<file path="src/rtl/arb_pkg.sv">
// Shared definitions for the priority arbiter and its combinational picker.
// The onehot helper is sized to the largest legal request count; callers truncate.
package arb_pkg;

    localparam logic MODE_FIXED = 1'b0;
    localparam logic MODE_RR    = 1'b1;
    localparam int   MAX_N      = 32;

    typedef enum logic {
        ST_IDLE  = 1'b0,
        ST_GRANT = 1'b1
    } state_t;

    function automatic logic [MAX_N-1:0] onehot(input int unsigned idx);
        logic [MAX_N-1:0] one;
        one = {{(MAX_N-1){1'b0}}, 1'b1};
        return one << idx;
    endfunction

endpackage

</file>
<file path="src/rtl/prio_pick.sv">
// Combinational winner selection: fixed highest-index priority or a round-robin
// scan upward from base. mask_en removes mask_idx from consideration.
module prio_pick
    import arb_pkg::*;
#(
    parameter int N = 8,
    parameter int W = $clog2(N)
) (
    input  logic [N-1:0] req,
    input  logic [W-1:0] base,
    input  logic [W-1:0] mask_idx,
    input  logic         mask_en,
    input  logic         mode,
    output logic [W-1:0] idx,
    output logic         found
);

    logic [N-1:0] eligible;
    int           pos;

    always_comb begin
        eligible = req;
        pos      = 0;
        idx      = '0;
        found    = 1'b0;
        if (mask_en) begin
            eligible[mask_idx] = 1'b0;
        end
        if (mode == MODE_FIXED) begin
            // Ascending scan, so the last hit is the highest set index.
            for (int i = 0; i < N; i++) begin
                if (eligible[i]) begin
                    idx   = W'(i);
                    found = 1'b1;
                end
            end
        end else begin
            // Descending offset scan, so the last hit is the nearest to base.
            for (int k = N - 1; k >= 0; k--) begin
                pos = int'(base) + k;
                if (pos >= N) begin
                    pos = pos - N;
                end
                if (eligible[pos]) begin
                    idx   = W'(pos);
                    found = 1'b1;
                end
            end
        end
    end

endmodule

</file>
<file path="src/rtl/prio_arbiter.sv">
// Registered N-way arbiter: holds one grant until the consumer accepts it and
// reloads back-to-back on the accepting cycle when another requester is pending.
module prio_arbiter
    import arb_pkg::*;
#(
    parameter  int N = 8,
    localparam int W = $clog2(N)
) (
    input  logic         clk,
    input  logic         rst,
    input  logic         en,
    input  logic         mode,
    input  logic [N-1:0] req,
    input  logic         gnt_ready,
    output logic         gnt_valid,
    output logic [W-1:0] gnt_idx,
    output logic [N-1:0] gnt_onehot,
    output logic [W-1:0] rr_ptr
);

    // Handshake: a grant transfers on a cycle where gnt_valid && gnt_ready; while
    // gnt_ready is low the grant outputs stay frozen whatever req/en/mode do.
    state_t       state;
    state_t       state_next;
    logic [W-1:0] pick_idx;
    logic         pick_found;
    logic [N-1:0] pick_oh;
    logic         handshake;
    logic         load;

    prio_pick #(
        .N (N),
        .W (W)
    ) u_pick (
        .req      (req),
        .base     (rr_ptr),
        .mask_idx (gnt_idx),
        .mask_en  (state == ST_GRANT),
        .mode     (mode),
        .idx      (pick_idx),
        .found    (pick_found)
    );

    always_ff @(posedge clk) begin
        if (rst) begin
            state <= ST_IDLE;
        end else begin
            state <= state_next;
        end
    end

    always_comb begin
        state_next = state;
        case (state)
            ST_IDLE:  if (load) state_next = ST_GRANT;
            ST_GRANT: if (handshake && !load) state_next = ST_IDLE;
            default:  state_next = ST_IDLE;
        endcase
    end

    always_comb begin
        handshake = (state == ST_GRANT) && gnt_ready;
        load      = ((state == ST_IDLE) || handshake) && en && pick_found;
        pick_oh   = N'(onehot(int'(pick_idx)));
    end

    always_ff @(posedge clk) begin
        if (rst) begin
            gnt_idx    <= '0;
            gnt_onehot <= '0;
            rr_ptr     <= '0;
        end else begin
            // The pointer advances past every accepted grant, even in fixed mode.
            if (handshake) begin
                rr_ptr <= (gnt_idx == W'(N - 1)) ? '0 : gnt_idx + 1'b1;
            end
            if (load) begin
                gnt_idx    <= pick_idx;
                gnt_onehot <= pick_oh;
            end else if (handshake) begin
                gnt_onehot <= '0;
            end
        end
    end

    assign gnt_valid = (state == ST_GRANT);

endmodule

</file>
<file path="config.mk">
export PLATFORM = sky130hd
export DESIGN_NAME = prio_arbiter
export DESIGN_NICKNAME = d
export VERILOG_FILES = /design/src/rtl/arb_pkg.sv /design/src/rtl/prio_pick.sv /design/src/rtl/prio_arbiter.sv
export SDC_FILE = /design/constraint.sdc
export NUM_CORES = 1
export LEC_CHECK = 0
export ABC_AREA = 1
export BUFFER_PORTS_ARGS = -buffer_cell sky130_fd_sc_hd__clkbuf_2
export CAP_MARGIN = 30
export CORE_ASPECT_RATIO = 0.6
export CORE_MARGIN = 2
export CORE_UTILIZATION = 33
export CTS_CLUSTER_SIZE = 16
export DETAILED_ROUTE_END_ITERATION = 16
export GPL_TIMING_DRIVEN = 1
export PLACE_DENSITY = 0.65
export SLEW_MARGIN = 25
export SYNTH_ARGS = -nofsm -noshare
export SYNTH_HDL_FRONTEND = slang
export SYNTH_HIERARCHICAL = 1
export SYNTH_SLANG_ARGS = --single-unit
</file>
<file path="constraint.sdc">
create_clock -name clk -period 2.65 [get_ports clk]
set_clock_uncertainty 0.2 [all_clocks]
set_input_delay 0.53 -clock clk [delete_from_list [all_inputs] [get_ports clk]]
set_output_delay 0.53 -clock clk [all_outputs]
set_load 0.03 [all_outputs]
</file>
# [Word-level counts from Yosys, hierarchy flattened]
# Index checks and enable logic that the tools add are counted.
[classes] add_sub_neg=16 n_mul=0 n_div=0 n_lt_le_gt_ge=18 n_eq_ne=1 shifts=1 mux=82 n_bitwise=3 reduce_logical=8
[op_table] cell="32-bit two-way mux" n=16
[op_table] cell="32-bit by 5-bit < comparator with 1-bit output (second input constant)" n=8
[op_table] cell="32-bit by 5-bit >= comparator with 1-bit output (second input constant)" n=7
[op_table] cell="32-bit by 5-bit subtractor with 32-bit output (second input constant)" n=7
[op_table] cell="3-bit two-way mux" n=14
[op_table] cell="1-bit two-way mux" n=37
[op_table] cell="1-bit binary-select mux with 3-bit select" n=8
[op_table] cell="8-bit two-way mux" n=3
[op_table] cell="3-bit by 3-bit adder with 4-bit output (second input constant)" n=4
[op_table] cell="3-bit by 2-bit adder with 4-bit output (second input constant)" n=2
[op_table] cell="8-bit bitwise AND" n=1
[op_table] cell="8-bit NOT" n=1
[op_table] cell="1-bit by 3-bit << shifter with 8-bit output (first input constant)" n=1
[op_table] cell="1-bit logical AND" n=5
[op_table] cell="3-bit by 4-bit subtractor with 5-bit output (second input constant)" n=1
[op_table] cell="3-bit by 1-bit adder with 4-bit output (second input constant)" n=1
[op_table] cell="3-bit by 4-bit >= comparator with 1-bit output (second input constant)" n=1
[op_table] cell="3-bit by 4-bit < comparator with 1-bit output (second input constant)" n=1
[op_table] cell="2-bit two-way mux" n=2
[op_table] cell="3-bit by 1-bit adder with 3-bit output (second input constant)" n=1
[op_table] cell="1-bit demux with 3-bit select" n=1
[op_table] cell="3-bit == test (second input constant)" n=1
[op_table] cell="3-bit by 1-bit >= comparator with 1-bit output (second input constant)" n=1
[op_table] cell="1-bit case mux with 2 select lines" n=1
[op_table] cell="other kinds (4)" n=4
[totals] ff_bits=15 latchBits=0 ramBits=0 rom_bits=0 input_bits=13 output_inout_bits=15 mem_count=0

# [Logic depth before layout (Yosys ltp)]
# Gate-level depths: netlist (run 1).
[depth] word_depth=24 mapped_depth=24

# [Modules after synthesis]
# Netlist (run 1), hierarchy kept.
[by_module_without_submodules] module="prio_pick" instances=1 cells_each=170 area_per_inst_um2=943.4 seq_area_each_um2=0.0
[by_module_without_submodules] module="prio_arbiter" instances=1 cells_each=88 area_per_inst_um2=645.6 seq_area_each_um2=300.3

# [Worst setup path before layout (run 1)]
# OpenSTA, ideal clock, no wires.
[synth_timing] path_type="reg-to-reg" startpoint="register rr_ptr[1]" endpoint="register gnt_onehot[4]" t_arrival_ps=2742 required_time_ps=2380 setup_slack_ps=-362 stages_incl_launch_ff=20 n_path_buf=2 period_less_slack_ps=3012 path_cell_list="dfxtp_1 buf_2 clkinv_1 ha_1 buf_2 inv_1 nand3_1 nand3_2 nand3_1 nand2_1 nand2_1 nand2_1 nand2_1 nand2_1 nand2_1 a21oi_1 inv_1 nor2_1 nand2_1 a21oi_1"
[synth_via] elab_chain_cells=18 elab_cells_between_ends=85
[synth_rtl] item="from (decl)" line="prio_arbiter.sv:18" rtl="output logic [W-1:0] rr_ptr"
[synth_rtl] item="from (signal assigned)" line="prio_arbiter.sv:75" rtl="rr_ptr <= (gnt_idx == W'(N - 1)) ? '0 : gnt_idx + 1'b1;"
[synth_rtl] item="3-bit by 3-bit adder with 4-bit output" line="prio_pick.sv:40" rtl="pos = int'(base) + k;"
[synth_rtl] item="32-bit by 5-bit subtractor with 32-bit output / 32-bit by 5-bit >= comparator with 1-bit output (equally long branches)" line="prio_pick.sv:42, prio_pick.sv:41"
[synth_rtl] item="32-bit two-way mux" line="prio_pick.sv:41" rtl="if (pos >= N) begin"
[synth_rtl] item="32-bit two-way mux" line="prio_pick.sv:29" rtl="if (mode == MODE_FIXED) begin"
[synth_rtl] item="1-bit binary-select mux with 3-bit select" line="prio_pick.sv:44" rtl="if (eligible[pos]) begin"
[synth_rtl] item="1-bit two-way mux (implied by the code) (2 in series)" line="prio_pick.sv:44"
[synth_rtl] item="3-bit two-way mux (7 in series)" line="prio_pick.sv:44"
[synth_rtl] item="3-bit two-way mux *" line="prio_pick.sv:44"
[synth_rtl] item="3-bit two-way mux *" line="prio_pick.sv:29"
[synth_rtl] item="via pick_idx[2]" line="prio_arbiter.sv:25" rtl="logic [W-1:0] pick_idx;"
[synth_rtl] item="1-bit by 3-bit << shifter with 8-bit output *" line="arb_pkg.sv:17" rtl="return one << idx;"
[synth_rtl] item="8-bit two-way mux *" line="prio_arbiter.sv:77" rtl="if (load) begin"
[synth_rtl] item="to (signal assigned)" line="prio_arbiter.sv:79" rtl="gnt_onehot <= pick_oh;"
[synth_rtl] item="to (decl)" line="prio_arbiter.sv:17" rtl="output logic [N-1:0] gnt_onehot,"
# Mark *: on every way through the listed nets, which the timed path passes. The rest lies on a longest branch. The select of a mux whose other input is x is not followed.
# A chain may end at the register's enable or synchronous reset.

# [Worst setup path after layout (run 1)]
# Ends and elaborated chain as after synthesis.

==> results of run 1 <==
## metal layers
layer,part of all wire (%),vias up,wire [um]
met5,0,-,0
met4,0,0,0
met3,9.2,0,442
met2,37,65,1790
met1,53,800,2560
li1,-,920,-
## placed cells by master, fill, tap and decap left out, types with 2 or more instances in the layout
cell type,synthesis,layout
o21ai_0,9,9
nand3_1,39,26
nand2_1,63,56
nand3_2,21,34
dfxtp_4,0,4
nand2_2,7,14
inv_2,7,10
nor2_1,23,22
clkbuf_8,0,3
clkbuf_2,0,27
buf_6,4,3
dfxtp_2,0,2
a21oi_1,19,15
ha_4,0,2
clkinv_2,0,2
nor2_4,1,2
a21oi_2,2,6
buf_4,2,10
inv_1,22,19
ha_1,4,2
nor2_2,3,3
dfxtp_1,15,9
a21boi_0,4,4
## repair_timing
| item | CTS | global route |
|---|---|---|
| gates resized for setup | 0 | 44 |
| endpoints found under the hold margin | 0 | 0 |
| hold buffers | 0 | 0 |
| setup endpoints to repair | 0 | 11 |
| setup buffers | 0 | 3 |
## sequential cells by signal (all words and copies together) (netlist names)
name / count
gnt_onehot: 8
gnt_idx: 3
gnt_valid: 1
rr_ptr: 3
## worst paths after layout
check / from / cells after the start / slack, ns / endpoint
worst min register to register: gnt_onehot[5]$_SDFFE_PP0P_ / 2 / 0.29 / gnt_onehot[5]$_SDFFE_PP0P_
worst min-delay path: gnt_onehot[5]$_SDFFE_PP0P_ / 2 / 0.29 / gnt_onehot[5]$_SDFFE_PP0P_
worst max register to register: rr_ptr[1]$_SDFFE_PP0P_ / 19 / 0.23 / gnt_onehot[4]$_SDFFE_PP0P_
worst max-delay path: rr_ptr[1]$_SDFFE_PP0P_ / 19 / 0.23 / gnt_onehot[4]$_SDFFE_PP0P_
## per-stage QoR
stage               area [um2]  utilization [%]  setup slack [ns]  total power, mW
floorplan                 1610                -            0.0167            0.572
global placement          1820             39.4            0.0736            0.671
detailed placement        1820             39.4            0.0578            0.672
CTS                       1860             40.4            0.0244            0.862
global route              2050             44.5           -0.0118            0.988
finish                    2050             44.5             0.227            0.911
## cells in the mapped netlist, drive strengths merged
| library cell | count | area (um2) |
|---|---|---|
| a2111oi | 1 | 8.76 |
| a21boi | 4 | 30.0 |
| a21oi | 21 | 113 |
| buf | 8 | 70.1 |
| clkbuf | 1 | 3.75 |
| clkinv | 2 | 7.51 |
| dfxtp | 15 | 300 |
| ha | 4 | 50.1 |
| inv | 29 | 109 |
| nand2 | 70 | 280 |
| nand3 | 60 | 405 |
| nand4 | 1 | 6.26 |
| nor2 | 27 | 116 |
| nor3 | 1 | 5.00 |
| o21a | 1 | 7.51 |
| o21ai | 10 | 50.0 |
| xnor2 | 2 | 17.5 |
| xor2 | 1 | 8.76 |
## area by class of cell
type                            instances  area (um2)
Clock buffer                            3        41.3
Clock inverter                          1        5.00
Fill cell                             493        2560
Inverter                               31         120
Multi-Input combinational cell        203        1250
Sequential cell                        15         318
Tap cell                               63        78.8
Timing Repair Buffer                   40         244
## worst register-to-register path, cell delays in order, from the launching register on
cell,delay (ns)
dfxtp_4,0.35
clkinv_2,0.07
ha_4,0.32
buf_4,0.12
nand3_2,0.09
nand3_2,0.10
nand2_2,0.08
inv_2,0.07
nand2_1,0.05
o21ai_1,0.12
nand2_1,0.06
nand3_1,0.07
nand2_1,0.05
nand2_1,0.08
nand2_2,0.08
inv_1,0.08
nand2_1,0.06
nor2_1,0.10
nand2_1,0.07
a21oi_2,0.15
## cell families after synthesis
logic type / Yosys count
AOI/OAI and AO/OA: 37
xor gates and xnor gates: 3
adders and majority gates: 4
buffers and inverters: 40
DFF: 15
and+or+nand+nor: 159
## power groups by stage
stage | sequential (mW) | combinational (mW) | clock (mW)
4_1_cts | 0.255 | 0.415 | 0.193
2_1_floorplan | 0.286 | 0.286 | 0
3_5_place_dp | 0.259 | 0.412 | 0
5_1_grt | 0.260 | 0.520 | 0.208
6_report | 0.257 | 0.465 | 0.188
3_3_place_gp | 0.259 | 0.412 | 0
==> flow_summary.json, run 1 <==
{
  "grtUsageTotal_pct": 17.5,
  "coreArea_um2": 4610,
  "gp_congestion": 0.938,
  "synth-seq-cells": 15,
  "crit_chain": "clkinv_2 > ha_4 > buf_4 > nand3_2 > nand3_2 > nand2_2 > inv_2 > nand2_1 > o21ai_1 > nand2_1 > nand3_1 > nand2_1 > nand2_1 > nand2_2 > inv_1 > nand2_1 > nor2_1 > nand2_1 > a21oi_2",
  "drc": 0,
  "clock_sinks": 15,
  "cpMaxStageDelayCell": "dfxtp_4",
  "worstSetupStartpointType": "flop",
  "initial_utilization_pct": 34.5,
  "routed_wl_um": 4790,
  "clock_latency_ns": 0.25,
  "synthesis.nets": 275,
  "netlist_instances": 258,
  "hold_viol": 0,
  "drive_gt1_share_pct": 42.3,
  "powerDensity_nw_per_um2": 444,
  "finalCritPeriodShare_pct": 91.4,
  "endpoint_kind": "flop",
  "syn_area_um2": 1590,
  "fmax_mhz": 413,
  "use_met2_pct": 23.1,
  "dpl.hpwl_um": 3790,
  "via_per_inst": 5.01,
  "worstSetupPathType": "reg2reg",
  "arrival_ns": 2.41,
  "num_vias": 1785,
  "synth-simple-area-share_pct": 51.2,
  "tightest_slew_ns": 0.500,
  "numCtsBuffers": 3,
  "grt_busiest_layer": "met1",
  "cp_common_cell": "nand2_1",
  "cp_top_family": "simple AND/OR/NAND/NOR gates",
  "crit_fanout": 6,
  "pin_count": 28,
  "synthXorXnorAreaFrac_pct": 1.65,
  "portBuffers": 27,
  "max_cap_viol_count": 0,
  "fp.dieH_um": 57.8,
  "swShare_pct": 44.0,
  "finalNonFillerCells": 356,
  "fp-row-count": 19,
  "antenna_cells": 0,
  "hold_path.class": "reg2reg",
  "grt_pass1_wl_um": 7520,
  "die_w_um": 93.6,
  "first_pass_iters": 4,
  "nets": 311,
  "synthAdderAreaFrac_pct": 3.15,
  "p_int_mw": 0.510,
  "synth_compound_area_share_pct": 13.1,
  "synth_top_family_by_area": "simple AND/OR/NAND/NOR gates",
  "ys_warn_count": 6,
  "fin_tns_setup_ns": 0,
  "htree_levels": 1,
  "dp_cells": 349,
  "clkPwrFrac_pct": 20.7,
  "worstPathRequired_ns": 2.64,
  "setup_viol_count_final": 0,
  "cts_root_buf": "clkbuf_8",
  "clockBufferDepth": 2,
  "syn_avg_cell_area_um2": 6.16,
  "p_switching_mw": 0.401,
  "overflow": 0,
  "status": "complete, no violations",
  "cp_slowest_stage_delay_ns": 0.35,
  "critPathBufInv": 4,
  "slew_viol_final": 0,
  "cts_tree": "yes",
  "period_minus_slack_ns": 2.42,
  "maxSlewHeadroom_pct": 65.8,
  "muxShareOfSynthArea_pct": 0,
  "path_clk_slew_ns": 0.07,
  "detail-route-antenna-nets": 0,
  "vdd_drop_max_uv": 300,
  "antenna_found_initial": 0,
  "p_leak_nw": 0.995,
  "synth.distinct_cells": 27,
  "grt_use_met1_pct": 30.2,
  "p_seq_share_pct": 28.2,
  "grt_use_met3_pct": 2.99,
  "grt_pass1_vias": 1558,
  "ys_seq_area_share_pct": 18.9,
  "die_area_um2": 5400,
  "wl_per_cell_um": 13.5,
  "combPwrFrac_pct": 51.1,
  "holdWs_ns": 0.291,
  "area_delta_synth_final_pct": 29.3,
  "grt_max_degree": 12,
  "drtIter0Drc": 134
}
(Power assumes the default switching activity.)
==> run 2: changes to the inputs <==
- MAX_ROUTING_LAYER: default -> met4
==> flow_summary.json, run 2 (synthesis gave the netlist of run 1 again) <==
{
  "largest_reg_flops": 8,
  "overflow": 0,
  "worstSetupStartpointType": "flop",
  "endpoint_kind": "flop",
  "path_clk_slew_ns": 0.06,
  "period_minus_slack_ns": 2.43,
  "finalCritPeriodShare_pct": 91.8,
  "reg_top3": "gnt_onehot (8), gnt_idx (3), rr_ptr (3)",
  "fin_tns_setup_ns": 0,
  "slew_viol_final": 0,
  "portBuffers": 27,
  "fp-row-count": 19,
  "numCtsBuffers": 3,
  "grtUsageTotal_pct": 18.7,
  "holdWs_ns": 0.281,
  "hold_viol": 0,
  "cpMaxStageDelayCell": "dfxtp_4",
  "setup_viol_count_final": 0,
  "status": "complete, no violations",
  "cts_tree": "yes",
  "num_vias": 1831,
  "initial_utilization_pct": 34.5,
  "htree_levels": 1,
  "nets": 312,
  "area_delta_synth_final_pct": 28.5,
  "clock_sinks": 15,
  "drive_gt1_share_pct": 40.5,
  "die_area_um2": 5400,
  "post-route-util_pct": 44.3,
  "worstPathRequired_ns": 2.63,
  "via_per_inst": 5.13,
  "die_w_um": 93.6,
  "hold_path.class": "reg2reg",
  "final_cell_mix": "59 x nand2_1, 31 x nand3_2, 29 x nand3_1",
  "maxSlewHeadroom_pct": 68.9,
  "final_area_um2": 2040,
  "cp_top_family": "simple AND/OR/NAND/NOR gates",
  "final_common_cell": "nand2_1",
  "worstSetupPathType": "reg2reg",
  "dpl_cell_area_um2": 1820,
  "routed_wl_um": 4960,
  "regMostFlops": "gnt_onehot",
  "crit_chain": "inv_2 > nor2_4 > nand2_2 > nand3_2 > nand3_1 > nand3_2 > nand2_2 > nor2_2 > nand2_1 > nand3_1 > nand2_1 > nand2_1 > nand2_1 > nand2_1 > nand2_1 > nand2_2 > nand2_1 > nor2_1 > nand2_1 > a21oi_1",
  "gp_congestion": 0.949,
  "clockBufferDepth": 2,
  "drc": 0,
  "grt_max_degree": 12,
  "grt_pass1_wl_um": 7680,
  "arrival_ns": 2.41,
  "pin_count": 28,
  "powerDensity_nw_per_um2": 443,
  "detail-route-antenna-nets": 0,
  "antenna_cells": 0,
  "cts_root_buf": "clkbuf_8",
  "fmax_mhz": 411,
  "wl_per_cell_um": 13.9,
  "first_pass_iters": 4,
  "vdd_drop_max_uv": 251,
  "drtIter0Drc": 198,
  "startpoint": "gnt_valid$_SDFF_PP0_",
  "fp.dieH_um": 57.8,
  "cp_slowest_stage_delay_ns": 0.36,
  "critPathBufInv": 1,
  "cp_common_cell": "nand2_1",
  "dpl.hpwl_um": 3950,
  "tightest_slew_ns": 0.466,
  "coreArea_um2": 4610,
  "antenna_found_initial": 0,
  "r2r_start": "gnt_valid$_SDFF_PP0_",
  "grt_pass1_vias": 1545,
  "crit_fanout": 6,
  "clock_latency_ns": 0.24,
  "max_cap_viol_count": 0,
  "p_leak_nw": 1.00,
  "min-delay-start": "gnt_onehot[7]$_SDFFE_PP0P_"
}
## run 2: changes by cell type in the layout (fill, tap and decap cells not counted), moves of 2 or more
cell     delta
nand2_2     -4
buf_4       +3
nand3_1     +3
buf_6       -2
nand2_1     +3
nand3_2     -3
## run 2: path summary, 6_finish.rpt
kind                                                   end  slack (ns)  depth (start not counted)
worst max-delay path            gnt_onehot[3]$_SDFFE_PP0P_        0.22                         20
worst min-delay path            gnt_onehot[7]$_SDFFE_PP0P_        0.28                          2
worst max register to register  gnt_onehot[3]$_SDFFE_PP0P_        0.22                         20
worst min register to register  gnt_onehot[7]$_SDFFE_PP0P_        0.28                          2
## run 2: through the flow
stage	worst slack [ns]	cells	total power [mW]
finish	0.216	357	0.905
CTS	0.0116	353	0.862
floorplan	0.0167	258	0.572
global route	-0.00322	357	0.971
detailed placement	0.0321	349	0.675
global placement	0.0918	349	0.671
## run 2: worst reg2reg max path, stage by stage (launching register included)
cell,delay [ns]
dfxtp_4,0.36
inv_2,0.04
nor2_4,0.21
nand2_2,0.13
nand3_2,0.10
nand3_1,0.12
nand3_2,0.12
nand2_2,0.08
nor2_2,0.14
nand2_1,0.06
nand3_1,0.06
nand2_1,0.05
nand2_1,0.05
nand2_1,0.04
nand2_1,0.05
nand2_1,0.06
nand2_2,0.10
nand2_1,0.08
nor2_1,0.09
nand2_1,0.07
a21oi_1,0.16
## run 2: final cells by class
| cell class | count | area [um2] |
|---|---|---|
| clock buffer | 4 | 45.0 |
| fill | 495 | 2570 |
| inverter | 31 | 118 |
| multi-input combinational | 203 | 1240 |
| sequential | 15 | 320 |
| tap | 63 | 78.8 |
| timing repair buffer | 41 | 244 |
## run 2: routing by layer
layer / wire length (um) / global-route usage (%) / vias to the layer above / share of wire (%)
met1: 2580 / 30.8 / 829 / 52
met3: 454 / 2.99 / 2 / 9.2
li1: - / - / 917 / -
met5: 0 / - / - / 0
met2: 1920 / 24.4 / 83 / 39
met4: 6 / 0.621 / 0 / 0.12
## run 2: timing repair
item | 4_1_cts | 5_1_grt
setup endpoints to repair | 0 | 11
gates resized for setup | 0 | 39
setup buffers | 0 | 4
hold buffers | 0 | 0
## run 2: report_power, final
part	switching [mW]	total, mW	internal (mW)
Sequential	0.0160	0.255	0.239
Clock	0.0797	0.186	0.106
Combinational	0.299	0.463	0.164
